--- src/rtl/frame_packer_if.sv ---
// frame_packer_if: TX FIFO write port. frame_packer drives the master side,
// the FIFO (or a bench) drives the slave side and reports its fill level.
interface frame_packer_if #(
  parameter int FIFO_AW = 12
) ();
  logic               tx_fifo_wen;
  logic [7:0]         tx_fifo_wdata;
  logic [FIFO_AW-1:0] tx_fifo_usedw;

  modport master (
    output tx_fifo_wen,
    output tx_fifo_wdata,
    input  tx_fifo_usedw
  );

  modport slave (
    input  tx_fifo_wen,
    input  tx_fifo_wdata,
    output tx_fifo_usedw
  );
endinterface

--- src/rtl/frame_packer.sv ---
// frame_packer: snapshots digital/analog channels on frame_start and writes a framed
// byte stream to a TX FIFO. Define FRAME_PACKER_CHECKSUM_EN to append a mod-256 sum byte.
module frame_packer #(
  parameter logic [31:0] HEAD        = 32'h7FFF7FFF,
  parameter int          NUM_DIGITAL = 2,
  parameter int          NUM_ANALOG  = 14,
  parameter int          AD_WIDTH    = 14,
  parameter int          FIFO_AW     = 12,
  parameter int          FIFO_THRESH = 2000,
  localparam int         DIG_W       = (NUM_DIGITAL > 0) ? NUM_DIGITAL : 1
) (
  input  logic                           clk,
  input  logic                           rst,
  input  logic                           ena,
  input  logic                           frame_start,
  input  logic [15:0]                    frame_cnt,
  input  logic [DIG_W-1:0]               digital,
  input  logic [NUM_ANALOG*AD_WIDTH-1:0] ad_dat,
  frame_packer_if.master                 tx,
  output logic                           busy,
  output logic                           overrun
);

  localparam int          NUM_SIGNAL = NUM_DIGITAL + NUM_ANALOG;
  localparam logic [7:0]  LAST_IDX   = 8'(NUM_SIGNAL - 1);
  localparam logic [7:0]  NUM_DIG8   = 8'(NUM_DIGITAL);
  localparam logic [15:0] NUM_SIG16  = 16'(NUM_SIGNAL);
  localparam logic [31:0] THRESH_U   = 32'(FIFO_THRESH);

  typedef enum logic [1:0] {
    IDLE,
    HDR,
    BODY
`ifdef FRAME_PACKER_CHECKSUM_EN
    , CKS
`endif
  } state_e;

  state_e                          state_q;
  logic                            busy_q;
  logic                            overrun_q;
  logic [2:0]                      hdr_cnt_q;
  logic [1:0]                      rec_byte_q;
  logic [7:0]                      sig_idx_q;
  logic [7:0]                      wdata_q;
  logic [7:0]                      wdata_d;
  logic [15:0]                     cnt_q;
  logic [DIG_W-1:0]                dig_q;
  logic [NUM_ANALOG*AD_WIDTH-1:0]  ad_q;
`ifdef FRAME_PACKER_CHECKSUM_EN
  logic [7:0]                      cks_q;
`endif

  logic [FIFO_AW-1:0] usedw;
  logic               fifo_ok;
  logic               wen;
  logic               accept;
  logic [15:0]        sig_word [256];

  assign usedw   = tx.tx_fifo_usedw;
  assign fifo_ok = 32'(usedw) < THRESH_U;
  assign wen     = (state_q != IDLE) && fifo_ok;
  assign accept  = frame_start && ena && !busy_q;

  // Record data words indexed by signal number; entries past NUM_SIGNAL are never addressed.
  genvar gi;
  generate
    for (gi = 0; gi < 256; gi++) begin : g_sig
      if (gi < NUM_DIGITAL) begin : g_dig
        assign sig_word[gi] = {15'd0, ~dig_q[gi]};
      end else if (gi < NUM_SIGNAL) begin : g_ana
        assign sig_word[gi] = 16'(ad_q[(gi - NUM_DIGITAL)*AD_WIDTH +: AD_WIDTH]);
      end else begin : g_pad
        assign sig_word[gi] = 16'd0;
      end
    end
  endgenerate

  always_comb begin
    wdata_d = 8'h00;
    case (state_q)
      HDR: begin
        case (hdr_cnt_q)
          3'd0:    wdata_d = HEAD[7:0];
          3'd1:    wdata_d = HEAD[15:8];
          3'd2:    wdata_d = HEAD[23:16];
          3'd3:    wdata_d = HEAD[31:24];
          3'd4:    wdata_d = cnt_q[7:0];
          3'd5:    wdata_d = cnt_q[15:8];
          3'd6:    wdata_d = NUM_SIG16[7:0];
          default: wdata_d = NUM_SIG16[15:8];
        endcase
      end
      BODY: begin
        case (rec_byte_q)
          2'd0:    wdata_d = sig_idx_q;
          2'd1:    wdata_d = (sig_idx_q < NUM_DIG8) ? 8'h33 : 8'hCC;
          2'd2:    wdata_d = sig_word[sig_idx_q][7:0];
          default: wdata_d = sig_word[sig_idx_q][15:8];
        endcase
      end
`ifdef FRAME_PACKER_CHECKSUM_EN
      CKS:     wdata_d = cks_q;
`endif
      default: wdata_d = 8'h00;
    endcase
  end

  // A stalled cycle leaves every counter untouched, so the same byte is re-offered.
  always_ff @(posedge clk or negedge rst) begin
    if (!rst) begin
      state_q    <= IDLE;
      busy_q     <= 1'b0;
      overrun_q  <= 1'b0;
      hdr_cnt_q  <= 3'd0;
      rec_byte_q <= 2'd0;
      sig_idx_q  <= 8'd0;
      wdata_q    <= 8'h00;
      cnt_q      <= 16'h0000;
      dig_q      <= '0;
      ad_q       <= '0;
`ifdef FRAME_PACKER_CHECKSUM_EN
      cks_q      <= 8'h00;
`endif
    end else begin
      overrun_q <= frame_start && ena && busy_q;
      if (wen) begin
        wdata_q <= wdata_d;
`ifdef FRAME_PACKER_CHECKSUM_EN
        cks_q   <= cks_q + wdata_d;
`endif
      end
      case (state_q)
        IDLE: begin
          if (accept) begin
            state_q    <= HDR;
            busy_q     <= 1'b1;
            hdr_cnt_q  <= 3'd0;
            rec_byte_q <= 2'd0;
            sig_idx_q  <= 8'd0;
            cnt_q      <= frame_cnt;
            dig_q      <= digital;
            ad_q       <= ad_dat;
`ifdef FRAME_PACKER_CHECKSUM_EN
            cks_q      <= 8'h00;
`endif
          end
        end
        HDR: begin
          if (wen) begin
            hdr_cnt_q <= hdr_cnt_q + 3'd1;
            if (hdr_cnt_q == 3'd7) begin
              state_q <= BODY;
            end
          end
        end
        BODY: begin
          if (wen) begin
            rec_byte_q <= rec_byte_q + 2'd1;
            if (rec_byte_q == 2'd3) begin
              sig_idx_q <= sig_idx_q + 8'd1;
              if (sig_idx_q == LAST_IDX) begin
`ifdef FRAME_PACKER_CHECKSUM_EN
                state_q <= CKS;
`else
                state_q <= IDLE;
                busy_q  <= 1'b0;
`endif
              end
            end
          end
        end
`ifdef FRAME_PACKER_CHECKSUM_EN
        CKS: begin
          if (wen) begin
            state_q <= IDLE;
            busy_q  <= 1'b0;
          end
        end
`endif
        default: begin
          state_q <= IDLE;
          busy_q  <= 1'b0;
        end
      endcase
    end
  end

  assign tx.tx_fifo_wen   = wen;
  assign tx.tx_fifo_wdata = wen ? wdata_d : wdata_q;
  assign busy             = busy_q;
  assign overrun          = overrun_q;

endmodule

--- src/flat_wrapper.sv ---
// flat-port wrapper written by rule: the top's interface ports become plain ports
module frame_packer_flat 
#(
  parameter logic [31:0] HEAD        = 32'h7FFF7FFF,
  parameter int          NUM_DIGITAL = 2,
  parameter int          NUM_ANALOG  = 14,
  parameter int          AD_WIDTH    = 14,
  parameter int          FIFO_AW     = 12,
  parameter int          FIFO_THRESH = 2000,
  localparam int         DIG_W       = (NUM_DIGITAL > 0) ? NUM_DIGITAL : 1
)
  (clk, rst, ena, frame_start, frame_cnt, digital, ad_dat, busy, overrun, tx_tx_fifo_wen, tx_tx_fifo_wdata, tx_tx_fifo_usedw);
  frame_packer_if #(.FIFO_AW(FIFO_AW)) tx_i ();
  input  logic clk;
  input  logic rst;
  input  logic ena;
  input  logic frame_start;
  input  logic [15:0] frame_cnt;
  input  logic [DIG_W-1:0] digital;
  input  logic [NUM_ANALOG*AD_WIDTH-1:0] ad_dat;
  output logic busy;
  output logic overrun;
  output wire logic [$bits(tx_i.tx_fifo_wen)-1:0] tx_tx_fifo_wen;
  output wire logic [$bits(tx_i.tx_fifo_wdata)-1:0] tx_tx_fifo_wdata;
  input wire logic [$bits(tx_i.tx_fifo_usedw)-1:0] tx_tx_fifo_usedw;
  assign tx_tx_fifo_wen = tx_i.tx_fifo_wen;
  assign tx_tx_fifo_wdata = tx_i.tx_fifo_wdata;
  assign tx_i.tx_fifo_usedw = tx_tx_fifo_usedw;
  frame_packer #(.HEAD(HEAD), .NUM_DIGITAL(NUM_DIGITAL), .NUM_ANALOG(NUM_ANALOG), .AD_WIDTH(AD_WIDTH), .FIFO_AW(FIFO_AW), .FIFO_THRESH(FIFO_THRESH)) u_core (.clk(clk), .rst(rst), .ena(ena), .frame_start(frame_start), .frame_cnt(frame_cnt), .digital(digital), .ad_dat(ad_dat), .tx(tx_i), .busy(busy), .overrun(overrun));
endmodule
--- config.mk ---
export PLATFORM = sky130hd
export DESIGN_NAME = frame_packer_flat
export DESIGN_NICKNAME = d
export VERILOG_FILES = /design/src/rtl/frame_packer_if.sv /design/src/rtl/frame_packer.sv /design/src/flat_wrapper.sv
export SDC_FILE = /design/constraint.sdc
export NUM_CORES = 1
export LEC_CHECK = 0
export ABC_AREA = 1
export ABC_CLOCK_PERIOD_IN_PS = 2400
export CORE_UTILIZATION = 40
export DETAILED_ROUTE_END_ITERATION = 6
export PLACE_DENSITY_LB_ADDON = 0.08
export SLEW_MARGIN = 40
export SYNTH_ARGS = -nofsm -noshare
export SYNTH_HDL_FRONTEND = slang
export SYNTH_SLANG_ARGS = --single-unit
--- constraint.sdc ---
create_clock -name clk -period 2.4 [get_ports clk]
set_input_delay 0.48 -clock clk [delete_from_list [all_inputs] [get_ports clk]]
set_output_delay 0.48 -clock clk [all_outputs]
set_load 0.005 [all_outputs]
# Word level (Yosys, flattened, before mapping)
# Cells that the tools add are included.
# word_totals
regBits	239
out_inout_bits	11
word_cells	88
inputBits	230
# classes
n_eq_ne	19
muxes	30
n_bitwise	4
magnitude_cmp	3
n_addsub	3
reduce_logical	19
# op_table
operator	n
$bmux 16 s8	1
$mux 8	5
$pmux 8 s5	1
$mux 16	2
$pmux 8 s2	2
$pmux 8 s3	1
$mux 2	8
$eq 3x3->1 const B	4
$lt 12x11->1 const B	1
$ne 2x1->1 const B	6
$ge 9x9->1 const B	1
$not 8->9	1
$add 8x1->8 const B	1
$eq 8x4->1 const B	1
$lt 8x2->1 const B	1
$eq 2x2->1 const B	3
$eq 3x2->1 const B	2
$mux 3	2
$pmux 2 s3	1
$pmux 3 s2	1
$reduce_and 3->1	2
$reduce_and 6->1	1
$reduce_bool 2->1	3
$reduce_and 5->1	1
15 further kinds	26

# Longest topological paths before layout
# Gate-level depths: netlist of the first run.
# logic_depth
word_depth	7
mapped_depth	16
depth_no_buf	14

# Worst setup path after synthesis of the first run
# OpenSTA, ideal clock, no wires.
# synth_timing
kind	reg2out
from	register u_core.state_q[0]
to	output port tx_tx_fifo_wdata[0]
stages_incl_launch_ff	9
path_slack_ps	393
n_path_buf	1
arrival_time_ps	1527
required_time_ps	1920
cell_sequence	dfrtp_1 > inv_1 > ha_1 > inv_1 > nand3_1 > clkbuf_1 > nor2_1 > nand2_1 > nand2_1
# synth_between
elab_chain_len	3
elab_cells_between_ends	6
classes_between	eq/ne (2); mux (2); reduce/logical (2)
# synth_rtl
item	line_no	source
start, declared	frame_packer.sv:39	state_e state_q;
start signal, assigned	frame_packer.sv:112	state_q <= IDLE;
start signal, assigned	frame_packer.sv:136	state_q <= HDR;
start signal, assigned	frame_packer.sv:153	state_q <= BODY;
$eq 2x2->1, or another cell as far along	frame_packer.sv:81	case (state_q)
$pmux 8 s2 or $logic_and 1x1->1 (tied branches)	frame_packer.sv:81, frame_packer.sv:62	
$mux 8 *	frame_packer.sv:190	assign tx.tx_fifo_wdata = wen ? wdata_d : wdata_q;
end, declared	flat_wrapper.sv:24	output wire logic [$bits(tx_i.tx_fifo_wdata)-1:0] tx_tx_fifo_wdata;
# Every way passes the cells marked *; elsewhere a longest branch is shown, timed or not.

# Worst setup path after layout of the first run
# layout_timing
from	register u_core.sig_idx_q[0]
to	output port tx_tx_fifo_wdata[2]
# layout_between
elab_chain_len	7
elab_cells_between_ends	9
classes_between	order compare (1); mux (7); bitwise (1)
# layout_rtl
item	line_no	source
start, declared	frame_packer.sv:44	logic [7:0] sig_idx_q;
start signal, assigned	frame_packer.sv:161	sig_idx_q <= sig_idx_q + 8'd1;
$not 8->9 (not written as such)	frame_packer.sv:98, frame_packer.sv:99	
$bmux 16 s8	frame_packer.sv:98, frame_packer.sv:99	
$mux 16 (not written as such) (2 in a row)	frame_packer.sv:98	2'd2: wdata_d = sig_word[sig_idx_q][7:0];
$pmux 8 s3 *	frame_packer.sv:95	case (rec_byte_q)
$pmux 8 s2 *	frame_packer.sv:81	
$mux 8 *	frame_packer.sv:190	
# Every way passes the cells marked *; elsewhere a longest branch is shown, timed or not. The select of a mux whose other input is x is not followed.

==> impl_metrics.env, run 1 <==
export IMPL_end_kind="output port"
export IMPL_antenna_found_initial=1
export IMPL_syn_area_um2=12000
export IMPL_drc_errors=0
export IMPL_setup_viol=8
export IMPL_cts_htree_levels=1
export IMPL_syn_inst=1393
export IMPL_postLayoutCellArea_um2=16850
export IMPL_worst_pin_slew_ns=0.4347
export IMPL_final_period_utilization_pct=125.7
export IMPL_yosysMostFrequentCell="nand2_1"
export IMPL_fin_cells=2093
export IMPL_io_buffers=236
export IMPL_fin_nets=1924
export IMPL_synth_xor_area_share_pct=0.4380
export IMPL_yosys_warnings=0
export IMPL_p_leak_nw=8.299
export IMPL_worstSetupPathType="reg -> out"
export IMPL_min_path_type="in -> async"
export IMPL_numCtsBuffers=28
export IMPL_place_ws_ns=-0.3752
export IMPL_grt_first_pass_wirelength_um=55100
export IMPL_slew_violations=0
export IMPL_p_per_area_nw_per_um2=1114
export IMPL_synth_top_area_share_pct=49.84
export IMPL_synth_mux_area_share_pct=13.23
export IMPL_synth_fa_ha_area_share_pct=1.460
export IMPL_rows=63
export IMPL_startpoint_type="register"
export IMPL_ys_flop_type="dfrtp_1"
export IMPL_io_pins=241
export IMPL_coreArea_um2=29560
export IMPL_ys_async_sr_fraction_pct=100.0
export IMPL_place_gp_congestion=0.8516
export IMPL_wirelength_um=34820
export IMPL_cts_tree="done"
export IMPL_synth_simple_area_share_pct=20.72
export IMPL_place_area_um2=15250
export IMPL_drive_gt1_share_pct=23.57
export IMPL_final_util_pct=56.99
export IMPL_synth_top_cells_by_count="nand2_1 (368), dfrtp_1 (239), nor2_1 (221)"
export IMPL_setup_ws_ns=-0.6167
export IMPL_die_height_um=175.2
export IMPL_max_freq_mhz=331.5
export IMPL_max_slew_margin_pct=71.02
export IMPL_hpwlAfterDp_um=24540
export IMPL_vias=10014
export IMPL_cts_root_buf="clkbuf_16"
export IMPL_syn_num_nets=1637
export IMPL_drt_iter0_drc=680
export IMPL_netlist_top_cells_area="dfrtp_1 (50%), mux2_2 (13%), nand2_1 (12%)"
export IMPL_cts_sinks=239
export IMPL_drt_pass1_iterations=4
export IMPL_rsz0062_at_grt="true"
export IMPL_setup_tns_ns=-4.732
export IMPL_fp_dieW_um=175.2
export IMPL_synth_cell_types=29
export IMPL_irDropWorstVdd_mv=0.6522
export IMPL_fillCellCount=2771
export IMPL_maxCapViolations=0
export IMPL_synth_top_area_cell="dfrtp_1"
export IMPL_ant_nets=0
export IMPL_synth_top_family_by_area="simple AND/OR/NAND/NOR gates"
export IMPL_clock_path_buffers=3
export IMPL_worstSkewPairLatency_ns=0.54
export IMPL_violations="setup timing"
export IMPL_hold_ws_ns=0.4480
export IMPL_skew_ns=0.01060
export IMPL_worst_ep_required_time_ns=1.92
export IMPL_cp_arrival_ns=2.54
export IMPL_synth_seq_area_share_pct=49.84
export IMPL_synth_edf_count=0
export IMPL_grt_pass1_vias=10131
export IMPL_grt_overflow_total=0
export IMPL_synth_compound_gate_area_share_pct=7.132
export IMPL_placedCellCount=2017
export IMPL_yosys_register_bits=239
export IMPL_dieArea_um2=30690
export IMPL_period_needed_ns=3.017
export IMPL_gr_usage_all_layers_pct=22.94
export IMPL_fin_total_pwr_mw=18.77
export IMPL_run_status="complete, but fails checks"
export IMPL_via_per_inst=4.785
export IMPL_crit_fanout=7
export IMPL_report_final_hold_viol_count=0
export IMPL_syn_avg_cell_area_um2=8.614
export IMPL_wl_per_cell_um=16.63
export IMPL_grt_start_max_net_pins=70
export IMPL_initial_core_util_pct=40.59
export IMPL_area_growth_pct=40.40
export IMPL_cts_clk_slew_worst_paths_ns=0.06
power breakdown:
part,total [mW],internal (mW),switching (mW)
logic,8.84,4.12,4.72
registers,5.71,5.15,0.561
clock network,4.22,2.54,1.68
cells by family after synthesis:
group / count (synthesis)
DFF: 239
adders and majority gates: 14
buffers and inverters: 195
AOI/OAI and AO/OA: 159
muxes: 141
xor gates and xnor gates: 6
and+or+nand+nor: 639
placed cells by master, fill, tap and decap left out, drive strengths merged:
master         count
bufbuf             2
dfrtp            239
xor2               6
o21ai             57
a21oi             82
inv              122
a22oi              1
mux2             141
clkinv             6
dlygate4sd3        1
nand4              4
buf               98
ha                14
nor2             225
a221o              1
nor3               3
bufinv             2
dlygate4sd2        1
clkinvlp           1
diode              2
o22ai              1
nand3             39
nand2            368
a211oi             3
o21a              14
clkbuf            44
clkdlybuf4s50    226
area by class of cell:
type                    count  area (um2)  area share [%]
flip-flops and latches    239        5986           35.53
multi-input cells         959        5492           32.60
repair buffers            330        3501           20.78
clock buffers              42       814.5           4.835
well taps                 390       488.0           2.897
inverters                 122       462.9           2.748
clock inverters             9       97.59          0.5793
diodes                      2       5.005         0.02971
worst max-delay path: stages (launching register included):
cell,delay (ns)
dfrtp_4,0.54
inv_6,0.09
buf_12,0.14
buf_4,0.16
nand3_1,0.14
nand2_1,0.10
nand2_1,0.05
nand2_1,0.12
nand2_1,0.07
nand2_1,0.08
nand2_1,0.06
nand2_1,0.06
nand2_1,0.07
nand2_1,0.06
nand2_1,0.05
nand2_2,0.09
buf_2,0.11
timing repair:
action / in CTS / in global routing
setup buffers: 16 / 0
setup endpoints to repair: 9 / 8
hold buffers: 1 / 0
gates cloned: 5 / 2
endpoints found under the hold margin: 46 / 0
resized for setup: 106 / 63
pin swaps: 64 / 77
metal layers:
layer	global-route usage [%]	wire [um]
met4	4.493	599
met5	0	0
met2	37.50	16270
met1	32.20	16110
met3	3.634	1841
registers in the layout, indices dropped and copies added, names as in the netlist:
signal             cells
u_core.ad_q          196
u_core.cnt_q          16
u_core.sig_idx_q       8
u_core.wdata_q         8
u_core.hdr_cnt_q       3
u_core.dig_q           2
u_core.rec_byte_q      2
u_core.state_q         2
u_core.busy            1
u_core.overrun         1
final timing paths:
| kind | to | depth (start not counted) | slack (ns) | startpoint |
|---|---|---|---|---|
| setup / recovery | tx_tx_fifo_wdata[2] | 16 | -0.62 | u_core.sig_idx_q[0] |
| hold / removal | u_core.ad_q[38] | 2 | 0.45 | rst |
| setup reg to reg | u_core.wdata_q[6] | 18 | 0.33 | u_core.sig_idx_q[0] |
| hold reg to reg | u_core.wdata_q[7] | 2 | 0.47 | u_core.wdata_q[7] |
| max in group asynchronous | u_core.ad_q[169] | 3 | 1.15 | rst |
| min in group clk | u_core.wdata_q[7] | 2 | 0.47 | u_core.wdata_q[7] |
(Power assumes the default switching activity.)
==> run 2, diff against run 1 <==
--- a/config.mk
+++ b/config.mk
@@ -9,7 +9,7 @@
 export ABC_CLOCK_PERIOD_IN_PS = 2400
 export CORE_UTILIZATION = 40
 export DETAILED_ROUTE_END_ITERATION = 6
-export PLACE_DENSITY_LB_ADDON = 0.08
+export PLACE_DENSITY = 0.64
 export SLEW_MARGIN = 40
 export SYNTH_ARGS = -nofsm -noshare
 export SYNTH_HDL_FRONTEND = slang
==> impl_metrics.env, run 2 (synthesis results as in run 1) <==
export IMPL_worst_pin_slew_ns=0.5764
export IMPL_period_needed_ns=2.995
export IMPL_worstSkewPairLatency_ns=0.54
export IMPL_irDropWorstVdd_mv=0.5589
export IMPL_placedCellCount=2030
export IMPL_violations="DRC, setup timing"
export IMPL_place_gp_congestion=0.9038
export IMPL_largest_reg_flops=196
export IMPL_maxCapViolations=0
export IMPL_drt_pass1_iterations=7
export IMPL_startpoint_type="register"
export IMPL_max_slew_margin_pct=61.57
export IMPL_io_pins=241
export IMPL_place_ws_ns=-0.3756
export IMPL_antenna_cells=0
export IMPL_report_final_hold_viol_count=0
export IMPL_worstSetupPathType="reg -> out"
export IMPL_fp_dieW_um=175.2
export IMPL_rows=63
export IMPL_vias=10336
export IMPL_wl_per_cell_um=16.63
export IMPL_area_growth_pct=41.59
export IMPL_dieArea_um2=30690
export IMPL_critPathMaxStageDelay_ns=0.52
export IMPL_fin_total_pwr_mw=19.00
export IMPL_cp_common_cell="nand2_1"
export IMPL_clock_path_buffers=3
export IMPL_crit_fanout=10
export IMPL_cts_sinks=239
export IMPL_grt_pass1_vias=10510
export IMPL_setup_viol=9
export IMPL_setup_tns_ns=-4.940
export IMPL_p_leak_nw=8.398
export IMPL_grt_start_max_net_pins=88
export IMPL_final_cell_mix="nand2_1 (319), dfrtp_1 (237), clkdlybuf4s50_1 (226)"
export IMPL_end_kind="output port"
export IMPL_final_period_utilization_pct=124.8
export IMPL_regMostFlops="u_core.ad_q"
export IMPL_drive_gt1_share_pct=24.26
export IMPL_initial_core_util_pct=40.59
export IMPL_cts_htree_levels=1
export IMPL_setup_ws_ns=-0.5952
export IMPL_skew_ns=0.01512
export IMPL_fin_nets=1944
export IMPL_io_buffers=236
export IMPL_grt_first_pass_wirelength_um=56140
export IMPL_worstPathCellList="buf_12 -> buf_12 -> buf_6 -> nor2_2 -> nor2_1 -> nand2_1 -> nand2_2 -> nand2_1 -> nand2_1 -> inv_1 -> nand2_1 -> nand2_1 -> nand2_1 -> nand2_1 -> nand2_1 -> nand2_1 -> nand2_1 -> buf_2"
export IMPL_via_per_inst=4.901
export IMPL_fin_cells=2109
export IMPL_cpMaxStageDelayCell="dfrtp_4"
export IMPL_coreArea_um2=29560
export IMPL_max_freq_mhz=333.9
export IMPL_wirelength_um=35070
export IMPL_drc_errors=4
export IMPL_run_status="complete, but fails checks"
export IMPL_final_util_pct=57.47
export IMPL_rsz0062_at_grt="true"
export IMPL_final_common_cell="nand2_1"
export IMPL_min_path_type="in -> async"
export IMPL_worst_ep_required_time_ns=1.92
export IMPL_ant_nets=0
export IMPL_numCtsBuffers=26
export IMPL_p_per_area_nw_per_um2=1118
export IMPL_top_regs="u_core.ad_q (196), u_core.cnt_q (16)"
export IMPL_gr_usage_all_layers_pct=23.40
export IMPL_cp_arrival_ns=2.52
export IMPL_hpwlAfterDp_um=24670
export IMPL_antenna_found_initial=0
export IMPL_slew_violations=0
export IMPL_crit_family="simple AND/OR/NAND/NOR gates"
export IMPL_die_height_um=175.2
export IMPL_r2r_setup_slack_ns=-0.41
export IMPL_path_buf_inv=5
export IMPL_cts_root_buf="clkbuf_16"
export IMPL_grt_overflow_total=0
export IMPL_cts_clk_slew_worst_paths_ns=0.06
export IMPL_cts_tree="done"
export IMPL_drt_iter0_drc=750
run 2: cell count changes in the layout (fill, tap and decap cells not counted), moves of 5 or more:
cell,delta
buf_4,+15
clkbuf_1,-5
buf_6,+10
nand2_1,+6
nand2_2,-7
run 2: worst register-to-register path, delay by kind of cell (launching register included):
| family | cells | cell delay (ns) |
|---|---|---|
| flops | 1 | 0.52 |
| buf+inv | 13 | 1.43 |
| simple gates | 13 | 0.75 |
run 2: cell type report:
type,count,area [um2]
fill,2626,12570
sequential,239,5986
multi-input combinational,959,5483
timing repair buffer,352,3649
clock buffer,39,800.8
tap,390,488.0
inverter,122,465.4
clock inverter,8,117.6
run 2: power by group:
group,switching (mW),internal (mW),leakage [nW]
logic,4.78,4.23,5.03
registers,0.573,5.15,2.91
clock network,1.66,2.61,0.453
run 2: through the flow:
| stage | hold WS, ns | area (um2) |
|---|---|---|
| floorplan | 0.1844 | 12000 |
| global placement | 0.4677 | 15310 |
| detailed placement | 0.4671 | 15310 |
| CTS | 0.4731 | 16790 |
| global route | 0.4989 | 16990 |
| finish | 0.4802 | 16990 |
run 2: path summary, 6_finish.rpt:
path / endpoint / start / cells past startpoint
max: tx_tx_fifo_wdata[0] / u_core.sig_idx_q[0] / 18
min: u_core.ad_q[135] / rst / 2
max reg2reg: u_core.wdata_q[4] / u_core.sig_idx_q[0] / 26
min reg2reg: u_core.wdata_q[0] / u_core.wdata_q[0] / 2
max in group asynchronous: u_core.ad_q[8] / rst / 3
min in group clk: u_core.wdata_q[0] / u_core.wdata_q[0] / 2
run 2: routing by layer:
layer / GRT usage, % / part of all wire (%) / vias up / routed length (um)
li1: - / - / 5020 / -
met1: 32.95 / 44 / 4913 / 15590
met2: 37.65 / 46 / 341 / 16260
met3: 2.720 / 6.2 / 62 / 2174
met4: 7.391 / 3.0 / 0 / 1048
met5: 0 / 0 / - / 0
run 2: repair_timing:
| item | 4_1_cts | 5_1_grt |
|---|---|---|
| endpoints found under the setup margin | 9 | 10 |
| hold endpoints to repair | 62 | 0 |
| resized for setup | 112 | 64 |
| cloned | 6 | 0 |
| buffers inserted | 22 | 4 |
| hold buffers | 1 | 0 |
| pin swaps | 65 | 52 |
==> run 3, diff against run 2 <==
--- a/config.mk
+++ b/config.mk
@@ -10,7 +10,7 @@
 export CORE_UTILIZATION = 40
 export DETAILED_ROUTE_END_ITERATION = 6
 export PLACE_DENSITY = 0.64
-export SLEW_MARGIN = 40
+export SLEW_MARGIN = 20
 export SYNTH_ARGS = -nofsm -noshare
 export SYNTH_HDL_FRONTEND = slang
 export SYNTH_SLANG_ARGS = --single-unit
==> results of run 3 <==
Same layout as run 2: the final DEF is identical, and so are final timing and power.
